File: src/rtl/led_pwm_pkg.sv
// led_pwm_pkg: shared mode enum and duty-stepping helper for the LED PWM block.
// Used by led_pwm_multi (mode select) and pwm_channel (fade stepping).
package led_pwm_pkg;
   typedef enum logic {MODE_JUMP, MODE_FADE} mode_e;
   // One fade step: move active one count toward target, or hold when equal.
   function automatic logic [15:0] step_toward(input logic [15:0] active, input logic [15:0] target);
      return (active < target) ? active + 16'd1 : (active > target) ? active - 16'd1 : active;
   endfunction
endpackage

File: src/rtl/led_pwm_multi_channel.sv
// pwm_channel: target/active duty pair and registered PWM compare for one LED.
// Ports:
//   i_clk, i_rst     clock, asynchronous active-high reset
//   i_en             run enable; low blanks the output
//   i_wr, i_wr_duty  write strobe already decoded for this channel, new target
//   i_wrap           period counter wraps this cycle
//   i_fade_step      this wrap is a fade step
//   i_mode           jump or fade update mode
//   i_cnt            shared period counter
//   o_led            registered PWM output
//   o_busy           active duty differs from target
module pwm_channel
   import led_pwm_pkg::*;
#(
   parameter int W = 8
) (
   input  logic         i_clk,
   input  logic         i_rst,
   input  logic         i_en,
   input  logic         i_wr,
   input  logic [W-1:0] i_wr_duty,
   input  logic         i_wrap,
   input  logic         i_fade_step,
   input  mode_e        i_mode,
   input  logic [W-1:0] i_cnt,
   output logic         o_led,
   output logic         o_busy
);
   logic [W-1:0] target;
   logic [W-1:0] active;
   // Nonblocking update means a write landing on the wrap edge is seen only at the next wrap.
   always_ff @(posedge i_clk or posedge i_rst)
      if (i_rst) begin
         target <= '0;
         active <= '0;
         o_led  <= 1'b0;
      end else begin
         if (i_wr) target <= i_wr_duty;
         if (i_wrap)
            active <= (i_mode == MODE_JUMP) ? target :
                      i_fade_step ? W'(step_toward(16'(active), 16'(target))) : active;
         o_led <= i_en & (i_cnt < active);
      end
   assign o_busy = active != target;
endmodule

File: src/rtl/led_pwm_multi.sv
// led_pwm_multi: multi-channel LED PWM with period-aligned duty updates and optional linear fade.
// Ports:
//   i_clk, i_rst  clock, asynchronous active-high reset
//   i_en          run enable; low freezes counter/fade state and blanks outputs
//   i_wr          single-cycle duty write strobe
//   i_wr_ch       target channel (out-of-range indices ignored)
//   i_wr_duty     target duty 0..2^W-1
//   i_fade        0 jump to target at wrap, 1 fade one step per FADE_PERIODS wraps
//   o_led         registered PWM outputs, one per channel
//   o_period_end  one-cycle pulse in the cycle cnt==0 after each wrap
//   o_busy        some channel's active duty differs from its target
module led_pwm_multi
   import led_pwm_pkg::*;
#(
   parameter int CH           = 8,
   parameter int W            = 8,
   parameter int FADE_PERIODS = 4
) (
   input  logic                              i_clk,
   input  logic                              i_rst,
   input  logic                              i_en,
   input  logic                              i_wr,
   input  logic [(CH > 1 ? $clog2(CH) : 1)-1:0] i_wr_ch,
   input  logic [W-1:0]                      i_wr_duty,
   input  logic                              i_fade,
   output logic [CH-1:0]                     o_led,
   output logic                              o_period_end,
   output logic                              o_busy
);
   localparam int FW = FADE_PERIODS > 1 ? $clog2(FADE_PERIODS) : 1;
   localparam logic [W-1:0] LAST = {{(W-1){1'b1}}, 1'b0};
   logic [W-1:0]  cnt;
   logic [FW-1:0] fade_cnt;
   logic [CH-1:0] busy;
   logic          wrap;
   logic          fade_step;
   mode_e         mode;
   assign mode      = i_fade ? MODE_FADE : MODE_JUMP;
   assign wrap      = i_en && cnt == LAST;
   assign fade_step = wrap && mode == MODE_FADE && fade_cnt == FW'(FADE_PERIODS - 1);
   assign o_busy    = |busy;
   // Counter runs 0..MAX-1 so a duty of MAX compares high on every cycle.
   always_ff @(posedge i_clk or posedge i_rst)
      if (i_rst) begin
         cnt          <= '0;
         fade_cnt     <= '0;
         o_period_end <= 1'b0;
      end else begin
         o_period_end <= wrap;
         if (i_en) begin
            cnt      <= wrap ? '0 : cnt + W'(1);
            fade_cnt <= (mode == MODE_JUMP || fade_step) ? '0 : wrap ? fade_cnt + FW'(1) : fade_cnt;
         end
      end
   for (genvar c = 0; c < CH; c++) begin : g_ch
      pwm_channel #(.W(W)) u_ch (
         .i_clk       (i_clk),
         .i_rst       (i_rst),
         .i_en        (i_en),
         .i_wr        (i_wr && 32'(i_wr_ch) == c),
         .i_wr_duty   (i_wr_duty),
         .i_wrap      (wrap),
         .i_fade_step (fade_step),
         .i_mode      (mode),
         .i_cnt       (cnt),
         .o_led       (o_led[c]),
         .o_busy      (busy[c])
      );
   end
endmodule

File: config.mk
export PLATFORM = sky130hd
export DESIGN_NAME = led_pwm_multi
export DESIGN_NICKNAME = d
export VERILOG_FILES = /design/src/rtl/led_pwm_pkg.sv /design/src/rtl/led_pwm_multi_channel.sv /design/src/rtl/led_pwm_multi.sv
export SDC_FILE = /design/constraint.sdc
export NUM_CORES = 1
export LEC_CHECK = 0
export ABC_CLOCK_PERIOD_IN_PS = 5200
export CORE_ASPECT_RATIO = 0.6
export CORE_MARGIN = 1
export CORE_UTILIZATION = 30
export DETAILED_ROUTE_END_ITERATION = 8
export SLEW_MARGIN = 20
export SYNTH_ARGS = -nofsm -noshare
export SYNTH_HDL_FRONTEND = slang
export SYNTH_HIERARCHICAL = 1
export SYNTH_SLANG_ARGS = --single-unit
File: constraint.sdc
create_clock -name i_clk -period 5.2 [get_ports i_clk]
set_clock_uncertainty 0.2 [all_clocks]
set_input_delay 0.52 -clock i_clk [delete_from_list [all_inputs] [get_ports i_clk]]
set_output_delay 0.52 -clock i_clk [all_outputs]
set_load 0.02 [all_outputs]
======== Word level (Yosys, flattened, before mapping) ========
Cells that the tools add are included.
word-level totals
  flip-flop bits (word level) ............. 147
  word-level logic and storage cells ...... 164
cells by class
  $add $sub $neg .......................... 18
  order comparisons ....................... 24
  equal/unequal tests ..................... 26
  mux-type cells .......................... 36
  bitwise logic cells ..................... 9
  reduce and logical (&&, ||, !) cells .... 24
operator list
  kind                                                                     number
  8-bit 2-to-1 mux                                                         33
  8-bit < comparator                                                       16
  8-bit by 1-bit adder with 8-bit output, second input constant            9
  8-bit greater-than comparator                                            8
  8-bit inequality test                                                    8
  8-bit by 1-bit subtractor with 8-bit output, second input constant       8
  3-bit AND reduction                                                      8
  3-bit by 1-bit inequality test with 1-bit output, second input constant  7
  3-bit == test, second input constant                                     4
  1-bit logical AND                                                        11
  1-bit bitwise AND                                                        8
  8-bit == test, second input constant                                     1
  8-bit OR reduction                                                       1
  3-bit by 2-bit == test with 1-bit output, second input constant          2
  2-bit 2-to-1 mux                                                         2
  3-bit by 1-bit == test with 1-bit output, second input constant          1
  3-bit logical NOT                                                        1
  3-bit inequality test, second input constant                             1
  2-bit by 1-bit adder with 2-bit output, second input constant            1
  2-bit == test, second input constant                                     1
  2-bit inequality test, second input constant                             1
  2-bit AND reduction                                                      1
  2-bit nonzero test                                                       1
  1-bit logical OR                                                         1
  2 further kinds                                                          2

======== Longest topological paths before layout ========
Gate-level depths: netlist (run 1).
  depth in word-level cells ............... 7
  mapped depth ............................ 14

======== By module ========
Netlist (run 1), hierarchy kept.
modules (own cells, without submodules)
  module                          times used  cells an instance  area an instance (um2)  sequential area each (um2)
  pwm_channel (g_ch[2].u_ch ...)  4           153                1387.6                  425.4
  pwm_channel (g_ch[0].u_ch ...)  4           152                1383.8                  425.4
  led_pwm_multi                   1           79                 701.9                   275.3

======== Worst setup path after synthesis (run 1) ========
Ideal clock, no wire load.
  path type ............................... flip-flop to flip-flop
  from .................................... reg cnt[1]
  to ...................................... reg g_ch[2].u_ch.active[0]
  data arrival time ....................... 3311 ps
  path slack .............................. 1562 ps
  stages on the path, launching flop included .. 9
  cell sequence ........................... dfrtp_1 > ha_1 > nand3_4 > or3_4 > inv_1 > and3_1 > a21boi_4 > mux2i_1 > a221o_1
on the way
  cells in the longest elaborated chain, start to end .. 6
ends and longest elaborated chain
  element                                 RTL line                     RTL
  start: declaration                      led_pwm_multi.sv:32          logic [W-1:0] cnt;
  start signal: assignment                led_pwm_multi.sv:51          cnt <= wrap ? '0 : cnt + W'(1);
  8-bit == test                           led_pwm_multi.sv:39          assign wrap = i_en && cnt == LAST;
  1-bit logical AND                       led_pwm_multi.sv:39
  via wrap                                led_pwm_multi.sv:35          logic wrap;
  1-bit logical AND (2 in a row)          led_pwm_multi.sv:40          assign fade_step = wrap && mode == MODE_FADE && fade_cnt == FW'(FADE_PERIODS - 1);
  via fade_step                           led_pwm_multi.sv:36          logic fade_step;
  2-bit inequality test (no source line)  n/a
  3-bit AND reduction (no source line)    n/a
  end signal: assignment                  led_pwm_multi_channel.sv:40  active <= (i_mode == MODE_JUMP) ? target :
  end: declaration                        led_pwm_multi_channel.sv:30  logic [W-1:0] active;
The timed path passes the listed nets, and every way through them passes these cells.
A chain may end at the register's enable or synchronous reset.

======== Final worst setup path (run 1) ========
  from .................................... reg g_ch[5].u_ch.active[7]
  to ...................................... out o_busy
on the way
  cells in the longest elaborated chain, start to end .. 2
ends and longest elaborated chain
  element                   RTL line                     RTL
  start: declaration        led_pwm_multi_channel.sv:30
  start signal: assignment  led_pwm_multi_channel.sv:40
  8-bit inequality test     led_pwm_multi_channel.sv:44  assign o_busy = active != target;
  via busy[5]               led_pwm_multi.sv:34          logic [CH-1:0] busy;
  8-bit OR reduction        led_pwm_multi.sv:41          assign o_busy = |busy;
  end: declaration          led_pwm_multi.sv:28          output logic o_busy
The timed path passes the listed nets, and every way through them passes these cells.

==> results of run 1 <==
## metal layers
metal | wire length, um | up-vias | share of wire (%) | GRT usage (%)
met4 | 336 | 0 | 1.0 | 3.49
li1 | - | 4734 | - | -
met5 | 0 | - | 0 | 0
met1 | 16800 | 4551 | 52 | 25.8
met2 | 12500 | 276 | 39 | 23.1
met3 | 2390 | 25 | 7.5 | 3.28
## worst paths after layout
check | from | end
max | g_ch[5].u_ch/active[7]$_DFFE_PP0P_ | o_busy
min reg2reg | g_ch[6].u_ch/target[1]$_DFFE_PP0P_ | g_ch[6].u_ch/active[1]$_DFFE_PP0P_
max in group asynchronous | i_rst | g_ch[5].u_ch/active[0]$_DFFE_PP0P_
min | g_ch[6].u_ch/target[1]$_DFFE_PP0P_ | g_ch[6].u_ch/active[1]$_DFFE_PP0P_
min in group asynchronous | i_rst | fade_cnt[0]$_DFFE_PP0P_
max reg2reg | cnt[0]$_DFFE_PP0P_ | g_ch[1].u_ch/active[5]$_DFFE_PP0P_
## critical path: stages, from the launching register on
cell	delay, ps
dfrtp_1	420
ha_1	340
nand4_1	200
nor2_1	380
inv_1	180
nor4_1	370
nand2_1	150
clkdlybuf4s50_1	560
## metrics by stage
stage | hold slack (ps) | utilization (%) | setup slack [ps]
after detailed placement | 295 | 33.1 | 1440
after global placement | 296 | 33.1 | 1530
after CTS | 314 | 34.7 | 1420
after global routing | 333 | 34.7 | 1290
final | 314 | 34.7 | 1450
after floorplan | 172 | - | 1560
## cells in the final DEF, fill, tap and decap left out, types with 17 or more instances in the layout
| cell | count |
|---|---|
| ha_1 | 179 |
| inv_1 | 172 |
| dfrtp_1 | 147 |
| nor2_1 | 104 |
| o21ai_0 | 102 |
| nand2_1 | 101 |
| a21oi_1 | 46 |
| a31oi_1 | 42 |
| o22a_1 | 36 |
| nand4_1 | 25 |
| clkdlybuf4s50_1 | 24 |
| nand3_1 | 21 |
| mux2i_1 | 20 |
| xor2_1 | 17 |
| o211ai_1 | 17 |
| clkbuf_16 | 17 |
## cell type report
type	instances	area (um2)	area share (%)
timing repair buffer	34	315	2.38
tap	513	642	4.84
clock buffer	20	447	3.37
inverter	173	649	4.90
sequential	147	3680	27.7
multi-input combinational	954	7340	55.4
clock inverter	12	178	1.34
antenna	1	2.50	0.0189
## cell families (layout without fill, tap and decap cells)
family	Yosys count	in the layout	synth area share (%)
fa+ha+maj	187	187	20.4
simple gates	327	327	13.7
buf+inv	198	239	6.53
other cells	0	1	0
flops	147	147	31.2
mux	28	28	2.46
compound gates	379	379	23.3
xor+xnor	33	33	2.45
## registers in the layout (all words and copies together) (netlist names)
register / flops
o_period_end: 1
cnt: 8
fade_cnt: 2
g_ch.u_ch/active: 64
g_ch.u_ch/target: 64
g_ch.u_ch/o_led: 8
## power by group through the flow
stage | clock [W] | sequential (W) | combinational, W
6_report | 0.00134 | 0.00154 | 0.00178
5_1_grt | 0.00141 | 0.00157 | 0.00205
4_1_cts | 0.00136 | 0.00154 | 0.00177
3_5_place_dp | 0 | 0.00156 | 0.00176
3_3_place_gp | 0 | 0.00156 | 0.00170
2_1_floorplan | 0 | 0.00152 | 0.00128
==> summary.txt, run 1 <==
Clock latency on the worst-skew pair = 430 ps
Overall Power = 0.00465 W
Die width = 258 um
Crit path max fanout = 4
GPL Wtd Cong = 0.839
Post-synth EDFFs = 0
Critical path class = flop to output pin
FF+latch count, synth = 147
Status = complete, no violations
Final setup vio count = 0
Iter 0 DRT Violations = 827
Critical path arrival = 3030 ps
CTS clk-pin slew, worst paths = 60 ps
Top_reg_cell synth = dfrtp_1
Row Count = 55
TNS Setup = 0 ps
# clock sinks = 147
Setup crit start kind = flop
Synth Warn # = 6
Non-Filler Instances = 1854
Layout area overhead = 12.5%
Core ar. = 38200 um2
Worst Setup End Kind = output pin
Count leader, synth = ha_1
Detailed Routing Iterations Pass 1 = 7
Post-synth net total = 1502
Worst R2R Setup Slack = 1600 ps
Slew headroom = 28.1%
Fin. Hold Viols = 0
Sequential power share = 33.1%
Minimum clock period = 3750 ps
Synth Instances = 1299
P_int = 0.00291 W
DP Area = 12600 um2
Ratio of final minimum period to clock period = 72.1%
Post-synth top cells = ha_1, inv_1, dfrtp_1
Clk root buf = clkbuf_16
Clock Power Share = 28.7%
Switching Share = 37.5%
CTS tree = yes
Post-Syn Area per Cell = 9.07 um2
First-pass GRT wire length = 52100 um
Async set-or-reset flop fraction in the synthesized netlist = 100%
Area of the die = 40100 um2
Finished Cell Area = 13300 um2
CTS Hold Bufs = 0
Die Span Y = 156 um
Clk buf depth = 2
Synth cell types = 56
DRC viols = 0
Placed Cells = 1821
Starting Density = 30.9%
VDD IR max = 239 uV
Gate power share = 38.2%
Hold Crit Depth = 1
Fmax achieved = 267 MHz
Cell taking the most area after synthesis = dfrtp_1
Pwr/cell area = 351 nW/um2
Max-cap check violation count = 0
Nets = 1530
DR WL/cell = 17.3 um
Switching Power = 0.00174 W
Leakage power = 5.96 nW
Hold Path Class = flop to flop
Total GRT Usage = 16.6%
Total number of vias = 9586
Seq/Total Area, Yosys = 31.2%
Initial antenna violation count = 0
Post-CTS Setup Repair Bufs = 0
Final ANT Viol Nets = 0
Synth area leaders = dfrtp_1, ha_1, inv_1, o21ai_0, nor2_1
GR Overflow Total = 0
PortBufs = 25
Worst-margin pin slew = 1070 ps
DP HPWL = 23800 um
Fill count = 3882
CP Data Required Time = 4480 ps
Mapped Area = 11800 um2
Number of global-route vias before repair = 9286
Resize count post-CTS = 0
Pin count of the biggest net entering global routing = 77
Post-Route WL = 32100 um
Top-Level Pins = 26
Total CTS buffers = 17
Top-area cell type share of the netlist area = 31.2%
Slew Viols, Final = 0
Vias per Instance = 5.17
Layout cells sized above 1 = 7.76%
Register-to-Register Path Depth = 10
RSZ-0062 raised after global routing = no
H-tree depth = 4
Power figures use the tool's default switching activity.
==> inputs of run 2 (changes only) <==
--- a/config.mk
+++ b/config.mk
@@ -5,7 +5,7 @@
 export SDC_FILE = /design/constraint.sdc
 export NUM_CORES = 1
 export LEC_CHECK = 0
-export ABC_CLOCK_PERIOD_IN_PS = 5200
+export ABC_CLOCK_PERIOD_IN_PS = 3800
 export CORE_ASPECT_RATIO = 0.6
 export CORE_MARGIN = 1
 export CORE_UTILIZATION = 30
==> constraint.sdc (replaced) <==
create_clock -name i_clk -period 3.8 [get_ports i_clk]
set_clock_uncertainty 0.2 [all_clocks]
set_input_delay 0.38 -clock i_clk [delete_from_list [all_inputs] [get_ports i_clk]]
set_output_delay 0.38 -clock i_clk [all_outputs]
set_load 0.02 [all_outputs]
==> run 2 against run 1 <==
Compared with the run above: count of clock-buffer cells in the layout up 1; flip-flop and latch count unchanged; combinational power up 47%; highest routed layer unchanged; non-clock buffer count up 19; cell count up 0.92%; register-to-register slack worse by 1300 ps; die area unchanged; clock power up 16%.
==> summary.txt, run 2 (same netlist as run 1, synthesis figures left out) <==
Status = complete, no violations
TNS Setup = 0 ps (unchanged)
Detailed Routing Iterations Pass 1 = 6 (-1)
Post-Route WL = 33500 um (+4.4%)
Antenna diodes = 0 (-1)
CTS tree = yes
Clk buf depth = 2 (unchanged)
Worst setup path start = g_ch[5].u_ch/active[0]$_DFFE_PP0P_
RR Startpoint = g_ch[5].u_ch/active[1]$_DFFE_PP0P_
Leakage power = 6.03 nW (+1.2%)
Worst-margin pin slew = 790 ps (-285 ps)
Worst R2R Setup Slack = 310 ps (-1290 ps)
Register-to-Register Path Depth = 13 (+3)
DR WL/cell = 17.9 um (+3.4%)
Most frequent cells in the layout = ha_1, inv_1, dfrtp_1
CP Data Required Time = 3220 ps (-1260 ps)
Die width = 258 um (unchanged)
Hold slack = 293 ps (-20.5 ps)
Clock Power Share = 25.1% (-3.6 points)
# clock sinks = 147 (unchanged)
Initial antenna violation count = 2 (+2)
CTS clk-pin slew, worst paths = 60 ps (about the same)
Layout area overhead = 12.9%
Hold Path Class = flop to flop
Fmax achieved = 281 MHz
Row Count = 55 (unchanged)
R2r endpoint = g_ch[5].u_ch/active[6]$_DFFE_PP0P_
Pwr/cell area = 462 nW/um2 (+32%)
VDD IR max = 317 uV (+33%)
RSZ-0062 raised after global routing = no
Area of the die = 40100 um2 (unchanged)
Number of global-route vias before repair = 9303 (+0.18%)
CTS Hold Bufs = 0 (unchanged)
GR Overflow Total = 0 (unchanged)
Setup crit start kind = flop
Top-Level Pins = 26 (unchanged)
Total number of vias = 9764 (+1.9%)
Sequential Area = 3680 um2 (unchanged)
PortBufs = 25 (unchanged)
Clock latency on the worst-skew pair = 440 ps (about the same)
Vias per Instance = 5.22 (+0.93%)
Total CTS buffers = 17 (unchanged)
Crit path max fanout = 6 (+2)
GPL Wtd Cong = 0.884 (+5.4%)
Critical path class = flop to output pin
Minimum clock period = 3550 ps
DRC viols = 0 (unchanged)
Resize count post-CTS = 0 (unchanged)
Ratio of final minimum period to clock period = 93.5%
DP HPWL = 24500 um (+3.0%)
Gate power share = 42.5% (+4.3 points)
Die Span Y = 156 um (unchanged)
Slew headroom = 47.3% (+19 points)
Fin. Hold Viols = 0 (unchanged)
Most common cell after layout, fill and taps aside = ha_1
Sequential power share = 32.3% (-0.8 points)
Total GRT Usage = 17.3% (+0.67 points)
Multi-input logic area = 7340 um2 (about the same)
Starting Density = 30.9% (unchanged)
Iter 0 DRT Violations = 823 (-0.48%)
Pin count of the biggest net entering global routing = 91 (+18%)
Switching Power = 0.00240 W (+37%)
Critical path arrival = 2970 ps (-60 ps)
Final ANT Viol Nets = 0 (unchanged)
Layout cells sized above 1 = 8.84% (+1.1 points)
Largest registers = g_ch.u_ch/active: 64 flops, g_ch.u_ch/target: 64 flops
Fill count = 3884 (+0.052%)
P_int = 0.00376 W (+29%)
Final setup vio count = 0 (unchanged)
Slew Viols, Final = 0 (unchanged)
Max-cap check violation count = 0 (unchanged)
Clk root buf = clkbuf_16
Switching Share = 38.9% (+1.5 points)
Nets = 1549 (+1.2%)
First-pass GRT wire length = 53400 um (+2.5%)
Worst Setup End Kind = output pin
Core ar. = 38200 um2 (unchanged)
Post-CTS Setup Repair Bufs = 0 (unchanged)
H-tree depth = 4 (unchanged)
CP endpoint = o_busy
run 2: critical path, stage by stage (launching register included):
cell	delay, ps
dfrtp_1	480
inv_1	140
ha_1	290
nand4_1	130
nor2_1	240
inv_1	150
nor4_1	410
nand2_1	140
clkdlybuf4s50_1	560
run 2: worst min-delay path by stage:
stage	start	to	slack, ps	cells past startpoint
after floorplan	i_rst	cnt[0]$_DFFE_PP0P_	30	1
after global routing	g_ch[5].u_ch/target[1]$_DFFE_PP0P_	g_ch[5].u_ch/active[1]$_DFFE_PP0P_	320	1
after global placement	g_ch[5].u_ch/target[3]$_DFFE_PP0P_	g_ch[5].u_ch/active[3]$_DFFE_PP0P_	280	2
after CTS	g_ch[5].u_ch/target[3]$_DFFE_PP0P_	g_ch[5].u_ch/active[3]$_DFFE_PP0P_	300	2
after detailed placement	g_ch[5].u_ch/target[3]$_DFFE_PP0P_	g_ch[5].u_ch/active[3]$_DFFE_PP0P_	280	2
final	g_ch[5].u_ch/target[3]$_DFFE_PP0P_	g_ch[5].u_ch/active[3]$_DFFE_PP0P_	290	2
run 2: per-stage QoR:
| stage | util (%) | setup WS (ps) | area (um2) | power (W) | std cells |
|---|---|---|---|---|---|
| 2_1_floorplan | - | 162 | 11800 | 0.00383 | 1299 |
| 3_3_place_gp | 33.5 | 449 | 12800 | 0.00453 | 1840 |
| 3_5_place_dp | 33.5 | 384 | 12800 | 0.00459 | 1840 |
| 4_1_cts | 34.9 | 220 | 13300 | 0.00618 | 1871 |
| 5_1_grt | 34.9 | 98.1 | 13300 | 0.00665 | 1871 |
| 6_report | 34.9 | 247 | 13300 | 0.00616 | 1871 |
run 2: power by group through the flow:
stage / Sequential (W) / Combinational [W] / Clock (W)
4_1_cts: 0.00199 / 0.00260 / 0.00159
5_1_grt: 0.00202 / 0.00297 / 0.00166
2_1_floorplan: 0.00208 / 0.00175 / 0
3_3_place_gp: 0.00201 / 0.00252 / 0
6_report: 0.00199 / 0.00262 / 0.00155
3_5_place_dp: 0.00201 / 0.00258 / 0
run 2: per-layer routing:
layer | part of all wire, % | GRT usage (%) | up-vias
li1 | - | - | 4764
met1 | 52 | 27.1 | 4680
met2 | 40 | 23.4 | 300
met3 | 6.9 | 3.54 | 20
met4 | 0.88 | 4.03 | 0
met5 | 0 | 0 | -
run 2: cell type report:
type / count / area share [%]
Sequential cell: 147 / 27.6
Timing Repair Buffer: 53 / 3.63
Clock buffer: 21 / 3.46
Clock inverter: 10 / 0.460
Tap cell: 513 / 4.82
Multi-Input combinational cell: 954 / 55.1
Inverter: 173 / 4.88
==> inputs of run 3 (changes only) <==
--- a/config.mk
+++ b/config.mk
@@ -6,6 +6,7 @@
 export NUM_CORES = 1
 export LEC_CHECK = 0
 export ABC_CLOCK_PERIOD_IN_PS = 3800
+export CAP_MARGIN = 20
 export CORE_ASPECT_RATIO = 0.6
 export CORE_MARGIN = 1
 export CORE_UTILIZATION = 30
==> results of run 3 <==
The final DEF is identical to that of run 2; final timing and power are the same.
